--- src/rtl/hci_core_req_buffer_if.sv ---
// hci_core_intf: HCI core handshake bundle (request, response, ECC handshake).
// The byte-enable width is DW/BW, where BW is the byte size in bits.
interface hci_core_intf #(
  parameter int unsigned DW = 32,
  parameter int unsigned AW = 32,
  parameter int unsigned BW = 8,
  parameter int unsigned UW = 1,
  parameter int unsigned IW = 8,
  parameter int unsigned EW = 1
);
  localparam int unsigned BEW = DW / BW;

  logic           req;
  logic           gnt;
  logic [AW-1:0]  add;
  logic           wen;
  logic [BEW-1:0] be;
  logic [DW-1:0]  data;
  logic [UW-1:0]  user;
  logic [IW-1:0]  id;
  logic [EW-1:0]  ecc;
  logic           ereq;
  logic           egnt;
  logic [DW-1:0]  r_data;
  logic           r_valid;
  logic           r_ready;
  logic [UW-1:0]  r_user;
  logic [IW-1:0]  r_id;
  logic [EW-1:0]  r_ecc;
  logic           r_evalid;
  logic           r_eready;

  modport initiator (
    output req, add, wen, be, data, user, id, ecc, ereq, r_ready, r_eready,
    input  gnt, egnt, r_data, r_valid, r_user, r_id, r_ecc, r_evalid
  );

  modport target (
    input  req, add, wen, be, data, user, id, ecc, ereq, r_ready, r_eready,
    output gnt, egnt, r_data, r_valid, r_user, r_id, r_ecc, r_evalid
  );
endinterface

--- src/rtl/hci_core_req_buffer.sv ---
// hci_core_req_buffer: per-channel request FIFO, read-credit counter and
// response FIFO placed in front of one HCI core mux input.
// Optional feature macro: HCI_CORE_REQ_BUFFER_BYPASS_EN (combinational
// request pass-through when the request FIFO is empty).
module hci_core_req_buffer #(
  parameter int unsigned REQ_DEPTH = 4,
  parameter int unsigned MAX_OUTST = 2
) (
  input  logic                         clk_i,
  input  logic                         rst_ni,
  input  logic                         clear_i,
  hci_core_intf.target                 tgt,
  hci_core_intf.initiator              init,
  output logic [$clog2(REQ_DEPTH):0]   req_count_o,
  output logic [$clog2(MAX_OUTST):0]   outst_count_o
);
  localparam int unsigned DW      = $bits(tgt.data);
  localparam int unsigned AW      = $bits(tgt.add);
  localparam int unsigned BEW     = $bits(tgt.be);
  localparam int unsigned UW      = $bits(tgt.user);
  localparam int unsigned IW      = $bits(tgt.id);
  localparam int unsigned EW      = $bits(tgt.ecc);
  localparam int unsigned REQ_W   = AW + 1 + BEW + DW + UW + IW + EW;
  localparam int unsigned RSP_W   = DW + UW + IW + EW;
  localparam int unsigned WEN_BIT = REQ_W - AW - 1;
  localparam int unsigned RP_W    = (REQ_DEPTH > 1) ? $clog2(REQ_DEPTH) : 1;
  localparam int unsigned SP_W    = (MAX_OUTST > 1) ? $clog2(MAX_OUTST) : 1;
  localparam int unsigned RC_W    = $clog2(REQ_DEPTH) + 1;
  localparam int unsigned OC_W    = $clog2(MAX_OUTST) + 1;

  localparam logic [RP_W-1:0] REQ_LAST  = RP_W'(REQ_DEPTH - 1);
  localparam logic [SP_W-1:0] RSP_LAST  = SP_W'(MAX_OUTST - 1);
  localparam logic [RC_W-1:0] REQ_FULLC = RC_W'(REQ_DEPTH);
  localparam logic [OC_W-1:0] OUTST_MAX = OC_W'(MAX_OUTST);

  // ---------------------------------------------------------------------
  // Request FIFO state
  // ---------------------------------------------------------------------
  logic [REQ_W-1:0] req_mem [REQ_DEPTH];
  logic [RP_W-1:0]  req_wptr_reg;
  logic [RP_W-1:0]  req_rptr_reg;
  logic [RC_W-1:0]  req_count_reg;

  // Response FIFO state (sized to the credit limit so it can never overflow)
  logic [RSP_W-1:0] rsp_mem [MAX_OUTST];
  logic [SP_W-1:0]  rsp_wptr_reg;
  logic [SP_W-1:0]  rsp_rptr_reg;
  logic [OC_W-1:0]  rsp_count_reg;

  logic [OC_W-1:0]  outst_count_reg;

  logic             req_full;
  logic             req_empty;
  logic             rsp_full;
  logic             rsp_empty;
  logic             credits_exhausted;
  logic [REQ_W-1:0] tgt_pkt;
  logic [REQ_W-1:0] head_pkt;
  logic [REQ_W-1:0] out_pkt;
  logic             out_valid;
  logic             bypass;
  logic             req_push;
  logic             req_pop;
  logic             read_issue;
  logic             rsp_push;
  logic             rsp_pop;

  assign req_full          = (req_count_reg == REQ_FULLC);
  assign req_empty         = (req_count_reg == '0);
  assign rsp_full          = (rsp_count_reg == OUTST_MAX);
  assign rsp_empty         = (rsp_count_reg == '0);
  assign credits_exhausted = (outst_count_reg == OUTST_MAX);

  assign tgt_pkt  = {tgt.add, tgt.wen, tgt.be, tgt.data, tgt.user, tgt.id, tgt.ecc};
  assign head_pkt = req_mem[req_rptr_reg];

`ifdef HCI_CORE_REQ_BUFFER_BYPASS_EN
  // Pass-through only when nothing is queued ahead and a read would have credit.
  assign bypass = req_empty & rst_ni & ~clear_i & tgt.req &
                  ~(tgt.wen & credits_exhausted);
`else
  assign bypass = 1'b0;
`endif

  // Select what the mux input sees: queued head, bypassed request, or zeros.
  always_comb begin
    out_pkt   = '0;
    out_valid = 1'b0;
    if (!req_empty) begin
      out_pkt   = head_pkt;
      out_valid = ~(head_pkt[WEN_BIT] & credits_exhausted);
    end else if (bypass) begin
      out_pkt   = tgt_pkt;
      out_valid = 1'b1;
    end
  end

  assign {init.add, init.wen, init.be, init.data, init.user, init.id, init.ecc} = out_pkt;
  assign init.req  = out_valid;
  assign init.ereq = out_valid;

  // gnt looks only at registered occupancy, never at init.gnt
  assign tgt.gnt  = ~req_full;
  assign tgt.egnt = ~req_full;

  // A bypassed request accepted downstream in the same cycle is never stored.
  assign req_push   = tgt.req & ~req_full & ~(bypass & init.gnt);
  assign req_pop    = out_valid & init.gnt & ~bypass;
  assign read_issue = out_valid & init.gnt & out_pkt[WEN_BIT];
  assign rsp_pop    = ~rsp_empty & tgt.r_ready;
  // Responses with no outstanding read (e.g. after a clear) are discarded.
  assign rsp_push   = init.r_valid & (outst_count_reg != '0) & ~rsp_full;

  // Request storage write; no reset so it can map onto distributed RAM.
  always_ff @(posedge clk_i) begin
    if (req_push) req_mem[req_wptr_reg] <= tgt_pkt;
  end

  // Request FIFO pointers and occupancy.
  always_ff @(posedge clk_i) begin
    if (!rst_ni || clear_i) begin
      req_wptr_reg  <= '0;
      req_rptr_reg  <= '0;
      req_count_reg <= '0;
    end else begin
      if (req_push) req_wptr_reg <= (req_wptr_reg == REQ_LAST) ? '0 : req_wptr_reg + 1'b1;
      if (req_pop)  req_rptr_reg <= (req_rptr_reg == REQ_LAST) ? '0 : req_rptr_reg + 1'b1;
      if (req_push && !req_pop)      req_count_reg <= req_count_reg + 1'b1;
      else if (req_pop && !req_push) req_count_reg <= req_count_reg - 1'b1;
    end
  end

  // Read credit counter: +1 per issued read, -1 per consumed response.
  always_ff @(posedge clk_i) begin
    if (!rst_ni || clear_i) begin
      outst_count_reg <= '0;
    end else if (read_issue && !rsp_pop) begin
      outst_count_reg <= outst_count_reg + 1'b1;
    end else if (rsp_pop && !read_issue) begin
      outst_count_reg <= outst_count_reg - 1'b1;
    end
  end

  // Response storage write.
  always_ff @(posedge clk_i) begin
    if (rsp_push) rsp_mem[rsp_wptr_reg] <= {init.r_data, init.r_user, init.r_id, init.r_ecc};
  end

  // Response FIFO pointers and occupancy.
  always_ff @(posedge clk_i) begin
    if (!rst_ni || clear_i) begin
      rsp_wptr_reg  <= '0;
      rsp_rptr_reg  <= '0;
      rsp_count_reg <= '0;
    end else begin
      if (rsp_push) rsp_wptr_reg <= (rsp_wptr_reg == RSP_LAST) ? '0 : rsp_wptr_reg + 1'b1;
      if (rsp_pop)  rsp_rptr_reg <= (rsp_rptr_reg == RSP_LAST) ? '0 : rsp_rptr_reg + 1'b1;
      if (rsp_push && !rsp_pop)      rsp_count_reg <= rsp_count_reg + 1'b1;
      else if (rsp_pop && !rsp_push) rsp_count_reg <= rsp_count_reg - 1'b1;
    end
  end

  assign {tgt.r_data, tgt.r_user, tgt.r_id, tgt.r_ecc} =
         rsp_empty ? '0 : rsp_mem[rsp_rptr_reg];
  assign tgt.r_valid   = ~rsp_empty;
  assign tgt.r_evalid  = 1'b0;
  assign init.r_ready  = 1'b1;
  assign init.r_eready = 1'b1;

  assign req_count_o   = req_count_reg;
  assign outst_count_o = outst_count_reg;

  // ECC handshake inputs are not used by this buffer.
  logic unused_ecc;
  assign unused_ecc = ^{tgt.ereq, tgt.r_eready, init.egnt, init.r_evalid};

`ifndef SYNTHESIS
  // Downstream must not return more responses than reads issued.
  assert property (@(posedge clk_i) disable iff (!rst_ni || clear_i)
    !(init.r_valid && (outst_count_reg != '0) && rsp_full));
  // Both sides of the buffer must use the same field widths.
  assert property (@(posedge clk_i)
    ($bits(init.data) == DW) && ($bits(init.add) == AW) && ($bits(init.be) == BEW) &&
    ($bits(init.user) == UW) && ($bits(init.id) == IW) && ($bits(init.ecc) == EW));
`endif
endmodule
--- src/flat_wrapper.sv ---
// flat-port wrapper written by rule: the top's interface ports become plain ports
module hci_core_req_buffer_flat 
#(
  parameter int unsigned REQ_DEPTH = 4,
  parameter int unsigned MAX_OUTST = 2
)
  (clk_i, rst_ni, clear_i, req_count_o, outst_count_o, tgt_req, tgt_add, tgt_wen, tgt_be, tgt_data, tgt_user, tgt_id, tgt_ecc, tgt_ereq, tgt_r_ready, tgt_r_eready, tgt_gnt, tgt_egnt, tgt_r_data, tgt_r_valid, tgt_r_user, tgt_r_id, tgt_r_ecc, tgt_r_evalid, init_req, init_add, init_wen, init_be, init_data, init_user, init_id, init_ecc, init_ereq, init_r_ready, init_r_eready, init_gnt, init_egnt, init_r_data, init_r_valid, init_r_user, init_r_id, init_r_ecc, init_r_evalid);
  hci_core_intf tgt_i ();
  hci_core_intf init_i ();
  input  logic clk_i;
  input  logic rst_ni;
  input  logic clear_i;
  output logic [$clog2(REQ_DEPTH):0] req_count_o;
  output logic [$clog2(MAX_OUTST):0] outst_count_o;
  input wire logic [$bits(tgt_i.req)-1:0] tgt_req;
  input wire logic [$bits(tgt_i.add)-1:0] tgt_add;
  input wire logic [$bits(tgt_i.wen)-1:0] tgt_wen;
  input wire logic [$bits(tgt_i.be)-1:0] tgt_be;
  input wire logic [$bits(tgt_i.data)-1:0] tgt_data;
  input wire logic [$bits(tgt_i.user)-1:0] tgt_user;
  input wire logic [$bits(tgt_i.id)-1:0] tgt_id;
  input wire logic [$bits(tgt_i.ecc)-1:0] tgt_ecc;
  input wire logic [$bits(tgt_i.ereq)-1:0] tgt_ereq;
  input wire logic [$bits(tgt_i.r_ready)-1:0] tgt_r_ready;
  input wire logic [$bits(tgt_i.r_eready)-1:0] tgt_r_eready;
  output wire logic [$bits(tgt_i.gnt)-1:0] tgt_gnt;
  output wire logic [$bits(tgt_i.egnt)-1:0] tgt_egnt;
  output wire logic [$bits(tgt_i.r_data)-1:0] tgt_r_data;
  output wire logic [$bits(tgt_i.r_valid)-1:0] tgt_r_valid;
  output wire logic [$bits(tgt_i.r_user)-1:0] tgt_r_user;
  output wire logic [$bits(tgt_i.r_id)-1:0] tgt_r_id;
  output wire logic [$bits(tgt_i.r_ecc)-1:0] tgt_r_ecc;
  output wire logic [$bits(tgt_i.r_evalid)-1:0] tgt_r_evalid;
  output wire logic [$bits(init_i.req)-1:0] init_req;
  output wire logic [$bits(init_i.add)-1:0] init_add;
  output wire logic [$bits(init_i.wen)-1:0] init_wen;
  output wire logic [$bits(init_i.be)-1:0] init_be;
  output wire logic [$bits(init_i.data)-1:0] init_data;
  output wire logic [$bits(init_i.user)-1:0] init_user;
  output wire logic [$bits(init_i.id)-1:0] init_id;
  output wire logic [$bits(init_i.ecc)-1:0] init_ecc;
  output wire logic [$bits(init_i.ereq)-1:0] init_ereq;
  output wire logic [$bits(init_i.r_ready)-1:0] init_r_ready;
  output wire logic [$bits(init_i.r_eready)-1:0] init_r_eready;
  input wire logic [$bits(init_i.gnt)-1:0] init_gnt;
  input wire logic [$bits(init_i.egnt)-1:0] init_egnt;
  input wire logic [$bits(init_i.r_data)-1:0] init_r_data;
  input wire logic [$bits(init_i.r_valid)-1:0] init_r_valid;
  input wire logic [$bits(init_i.r_user)-1:0] init_r_user;
  input wire logic [$bits(init_i.r_id)-1:0] init_r_id;
  input wire logic [$bits(init_i.r_ecc)-1:0] init_r_ecc;
  input wire logic [$bits(init_i.r_evalid)-1:0] init_r_evalid;
  assign tgt_i.req = tgt_req;
  assign tgt_i.add = tgt_add;
  assign tgt_i.wen = tgt_wen;
  assign tgt_i.be = tgt_be;
  assign tgt_i.data = tgt_data;
  assign tgt_i.user = tgt_user;
  assign tgt_i.id = tgt_id;
  assign tgt_i.ecc = tgt_ecc;
  assign tgt_i.ereq = tgt_ereq;
  assign tgt_i.r_ready = tgt_r_ready;
  assign tgt_i.r_eready = tgt_r_eready;
  assign tgt_gnt = tgt_i.gnt;
  assign tgt_egnt = tgt_i.egnt;
  assign tgt_r_data = tgt_i.r_data;
  assign tgt_r_valid = tgt_i.r_valid;
  assign tgt_r_user = tgt_i.r_user;
  assign tgt_r_id = tgt_i.r_id;
  assign tgt_r_ecc = tgt_i.r_ecc;
  assign tgt_r_evalid = tgt_i.r_evalid;
  assign init_req = init_i.req;
  assign init_add = init_i.add;
  assign init_wen = init_i.wen;
  assign init_be = init_i.be;
  assign init_data = init_i.data;
  assign init_user = init_i.user;
  assign init_id = init_i.id;
  assign init_ecc = init_i.ecc;
  assign init_ereq = init_i.ereq;
  assign init_r_ready = init_i.r_ready;
  assign init_r_eready = init_i.r_eready;
  assign init_i.gnt = init_gnt;
  assign init_i.egnt = init_egnt;
  assign init_i.r_data = init_r_data;
  assign init_i.r_valid = init_r_valid;
  assign init_i.r_user = init_r_user;
  assign init_i.r_id = init_r_id;
  assign init_i.r_ecc = init_r_ecc;
  assign init_i.r_evalid = init_r_evalid;
  hci_core_req_buffer #(.REQ_DEPTH(REQ_DEPTH), .MAX_OUTST(MAX_OUTST)) u_core (.clk_i(clk_i), .rst_ni(rst_ni), .clear_i(clear_i), .tgt(tgt_i), .init(init_i), .req_count_o(req_count_o), .outst_count_o(outst_count_o));
endmodule
--- config.mk ---
export PLATFORM = sky130hd
export DESIGN_NAME = hci_core_req_buffer_flat
export DESIGN_NICKNAME = d
export VERILOG_FILES = /design/src/rtl/hci_core_req_buffer_if.sv /design/src/rtl/hci_core_req_buffer.sv /design/src/flat_wrapper.sv
export SDC_FILE = /design/constraint.sdc
export NUM_CORES = 1
export LEC_CHECK = 0
export ABC_AREA = 1
export BUFFER_PORTS_ARGS = -buffer_cell sky130_fd_sc_hd__buf_2
export CORE_MARGIN = 2
export CORE_UTILIZATION = 45
export CTS_BUF_LIST = sky130_fd_sc_hd__clkbuf_2
export CTS_CLUSTER_DIAMETER = 150
export CTS_CLUSTER_SIZE = 30
export DETAILED_ROUTE_END_ITERATION = 8
export PLACE_DENSITY = 0.64
export SYNTH_ARGS = -nofsm -noshare
export SYNTH_HDL_FRONTEND = slang
export SYNTH_SLANG_ARGS = --single-unit
--- constraint.sdc ---
create_clock -name clk_i -period 6 [get_ports clk_i]
set_clock_uncertainty 0.05 [all_clocks]
set_input_delay 0.6 -clock clk_i [delete_from_list [all_inputs] [get_ports clk_i]]
set_output_delay 0.6 -clock clk_i [all_outputs]
set_load 0.005 [all_outputs]
==> summary.md <==
| Metric | Value |
|---|---|
| Max layer used | `met4` |
| Global-route wire length before repair | `57500 microns` |
| GRT Total Usage | `between 10% and 20%` |
| Final Routed Wirelength | `~37000 microns` |
| Post-route fraction of the period consumed by the critical path | `between 70% and 80%` |
| Residual antenna-violating net count after detailed routing | `0` |
| Die outline height | `194 microns` |
| Worst slew slack as a fraction of its limit | `between 20% and 30%` |
| I/O Pins | `approximately 270` |
| Clock slew at the register clock pins of the worst setup and hold paths | `about 0.50 ns` |
| Count of vias placed by the detailed router | `about 10000` |
| Final standard cell utilization of the core | `54.2%` |
| Synth top area share | `between 70% and 80%` |
| Flip-flop count of the largest register, all copies and words added | `about 320` |
| Initial core utilization | `a little under half` |
| Worst ir drop on vdd | `roughly 250 uV` |
| Total power divided by cell area | `between 200 and 300 nW/um^2` |
| Layout Cells excl Fill | `2085` |
| Leak pwr | `approximately 0.007 uW` |
| TritonCTS clock tree | `built` |
| Floorplan core area | `about 36000 sq um` |
| Count of port buffers added during placement | `around 260` |
| Final number of setup-violating endpoints | `0` |
| Data arrival time of the critical path | `3.82 ns` |
| Aggregate negative setup slack | `0 ns` |
| Sequential area share after synthesis | `75.9%` |
| Max capacitance violation total | `0` |
| R2R depth | `12` |
| Largest area contributor in the netlist | `sky130_fd_sc_hd__edfxtp_1` |
| Maximum number of pins on one net before global-route repair | `between 90 and 100` |
| Clock latency of the later-clocked register in the worst-skew pair | `between 0.9 and 1 ns` |
| Final weighted congestion in routability-driven placement | `0.762` |
| Synthesized area per cell | `12.7 sq um` |
| CTS buffer count | `17` |
| Initial antenna violation count | `3` |
| Endpoint of the worst register-to-register path | `u_core.req_count_o[2]` |
| Vias per Instance | `between 5 and 6` |
| Drt pass-1 iters | `5` |
| DRC errors left | `0` |
| Min-delay worst type | `in -> reg` |
| Total length of routed met3 wires | `2470 microns` |
| DP Cell Count | `just under 2000` |
| Number of pins exceeding their max-slew limit in the final report | `0` |
| Max frequency | `between 0.2 and 0.25 GHz` |
| Vias in the first global route | `10500` |
| Max Buffers Root-to-Sink | `3` |
| Switching portion of total power | `24.3%` |
| RSZ-0062 raised after global routing | `no` |
| Relative contribution of the clock network to total power | `19.0%` |
| Routed length on met2 | `around 18000 microns` |
| CP required | `between 5 and 6 ns` |
| Yosys cell types | `29` |
| Proportion of power drawn by flip-flops and latches | `between 60% and 70%` |
| Fraction of layout cells with a size suffix above 1 | `around a fifth` |
| Count of standard-cell rows | `between 60 and 70` |
| Overall overflow remaining after global route | `0` |
| Final count of hold timing violations | `0` |
| End point of the worst hold path | `u_core.req_wptr_reg[1]` |
| Worst hold slack across all endpoints | `just under 0.2 ns` |
| Root cell of the clock tree | `sky130_fd_sc_hd__clkbuf_2` |
| Largest register by flop count | `u_core.req_mem` |
| Crit end category | `output pin` |
| Number of instances resized during post-cts repair | `0` |
| Die width | `between 150 and 200 microns` |
| R2R setup slack | `between 2 and 3 ns` |
| Yosys warning total | `0` |
| Category of the critical setup timing path | `reg -> out` |
| Maximum fanout along the worst path | `between 90 and 100` |
| Post-detailed-route wirelength per cell | `about 18 microns` |
| Type of element launching the critical path | `flop` |
| Part of the power in combinational logic | `approximately 12%` |
| Number of sinks handled by clock tree synthesis | `~420` |
| Area growth from synthesis to layout | `18.7%` |
| CTS H-tree lvls | `1` |
| Mapped Area | `between 15000 and 20000 sq um` |
| Outcome | `complete, no violations` |
| Post-Synthesis Cells | `about 1300` |
| Reported net switching power | `between 1000 and 1500 uW` |
| Post-layout min period | `roughly 4.5 ns` |
| Startpoint of the lowest-slack hold path | `tgt_req` |
| DRT met1 WL | `between 15000 and 20000 microns` |
| Number of synthesized register bits | `about 420` |
| Internal power | `3650 uW` |
| Drt first-iter violations | `roughly 650` |
| Actual transition at the worst max-transition pin | `~1.2 ns` |
| Overall die area | `37600 sq um` |
| Top cells by area in the synthesized netlist | `sky130_fd_sc_hd__edfxtp_1 (74%), sky130_fd_sc_hd__nor2_1 (7.5%), sky130_fd_sc_hd__a21oi_1 (4.1%)` |
| Total Nets Final | `around 1800` |
| DPL Wire Length | `20700 microns` |
| Worst hold path depth | `3` |
-- cells by family (layout without fill, tap and decap cells) --
kind of cell,count (synthesis),after routing,synth area share (%)
other cells,2,6,0.0462
fa+ha+maj,9,9,0.740
simple gates,433,433,10.4
flops,416,416,75.9
buf+inv,111,455,3.50
compound gates,305,305,9.43
-- final cells by class --
class / instances / area [sq um]
multi-input cells: 750 / 3390
well taps: 461 / 577
flip-flops and latches: 416 / 12300
clock buffers: 22 / 110
fillers: 2987 / 16300
clock inverters: 2 / 33.8
inverters: 32 / 125
diodes: 3 / 7.51
repair buffers: 399 / 2690
-- critical path, stage by stage, from the launching register on --
cell and delay, ns:
sky130_fd_sc_hd__dfxtp_4 0.75, sky130_fd_sc_hd__inv_4 0.82, sky130_fd_sc_hd__buf_4 0.67, sky130_fd_sc_hd__o21ai_0 0.24
sky130_fd_sc_hd__a21oi_1 0.21, sky130_fd_sc_hd__buf_2 0.16
-- power groups by stage --
| stage | logic, uW | registers, uW | clock network [uW] |
|---|---|---|---|
| after global placement | 530 | 3370 | 0 |
| final | 599 | 3310 | 916 |
| after detailed placement | 539 | 3370 | 0 |
| after floorplan | 295 | 3370 | 0 |
| after global routing | 674 | 3320 | 1030 |
| after CTS | 609 | 3310 | 954 |
-- cell usage after synthesis --
master,n
sky130_fd_sc_hd__a21oi_1,134
sky130_fd_sc_hd__o21ai_0,123
sky130_fd_sc_hd__or2_2,2
sky130_fd_sc_hd__inv_4,1
sky130_fd_sc_hd__buf_2,9
sky130_fd_sc_hd__buf_1,2
sky130_fd_sc_hd__fa_1,1
sky130_fd_sc_hd__clkbuf_1,32
sky130_fd_sc_hd__ha_1,8
sky130_fd_sc_hd__nor2_1,324
sky130_fd_sc_hd__clkbuf_2,8
sky130_fd_sc_hd__nand2_4,1
sky130_fd_sc_hd__dfxtp_1,16
sky130_fd_sc_hd__buf_4,22
sky130_fd_sc_hd__nand3_2,5
sky130_fd_sc_hd__edfxtp_1,400
sky130_fd_sc_hd__a21boi_0,1
sky130_fd_sc_hd__o21ai_1,46
sky130_fd_sc_hd__nand2_2,1
sky130_fd_sc_hd__nor2_2,1
sky130_fd_sc_hd__nand4_1,2
sky130_fd_sc_hd__buf_6,6
sky130_fd_sc_hd__clkinv_1,1
sky130_fd_sc_hd__nand3_1,2
sky130_fd_sc_hd__inv_2,2
sky130_fd_sc_hd__conb_1,2
sky130_fd_sc_hd__a211oi_1,1
sky130_fd_sc_hd__nand2_1,95
sky130_fd_sc_hd__inv_1,28
-- how the worst max path moves through the flow --
stage                          startpoint                     to  slack, ns  depth (start not counted)
floorplan           u_core.req_count_o[0]   u_core.req_mem[0][0]       1.35                          4
global placement                     flop  u_core.req_count_o[2]       2.41                         12
detailed placement                   flop  u_core.req_count_o[2]       2.41                         12
CTS                                  flop          init_data[23]       1.38                          5
global route                         flop            init_add[0]       1.09                          5
finish                               flop           init_add[10]       1.53                          5
-- layout by cell type (no fill, tap or decap), types with 14 or more instances in the layout --
cell type / count
sky130_fd_sc_hd__nor2_1: 318
sky130_fd_sc_hd__clkbuf_2: 22
sky130_fd_sc_hd__inv_1: 28
sky130_fd_sc_hd__o21ai_0: 123
sky130_fd_sc_hd__buf_2: 258
sky130_fd_sc_hd__dfxtp_1: 14
sky130_fd_sc_hd__edfxtp_1: 400
sky130_fd_sc_hd__a21oi_1: 134
sky130_fd_sc_hd__nand2_1: 95
sky130_fd_sc_hd__dlygate4sd3_1: 126
sky130_fd_sc_hd__o21ai_1: 46
-- through the flow --
step / total power, uW / worst slack [ns] / area [sq um]
final: 4830 / 1.53 / 19300
after global routing: 5030 / 1.09 / 19300
after CTS: 4880 / 1.38 / 19300
after detailed placement: 3910 / 2.41 / 17900
after global placement: 3900 / 2.41 / 17900
after floorplan: 3660 / 1.35 / 16200
-- layer usage --
layer | GRT usage (%) | up-vias
met3 | 4.21 | 32
met5 | 0 | -
met1 | 24.7 | 5002
met2 | 33.3 | 297
met4 | 3.87 | 0
li1 | - | 5143
-- repair_timing --
item                      4_1_cts  5_1_grt
hold endpoints to repair      416        0
setup buffers                   0        0
hold buffers                  126        0
No activity file was read; power rests on OpenSTA's default activity.
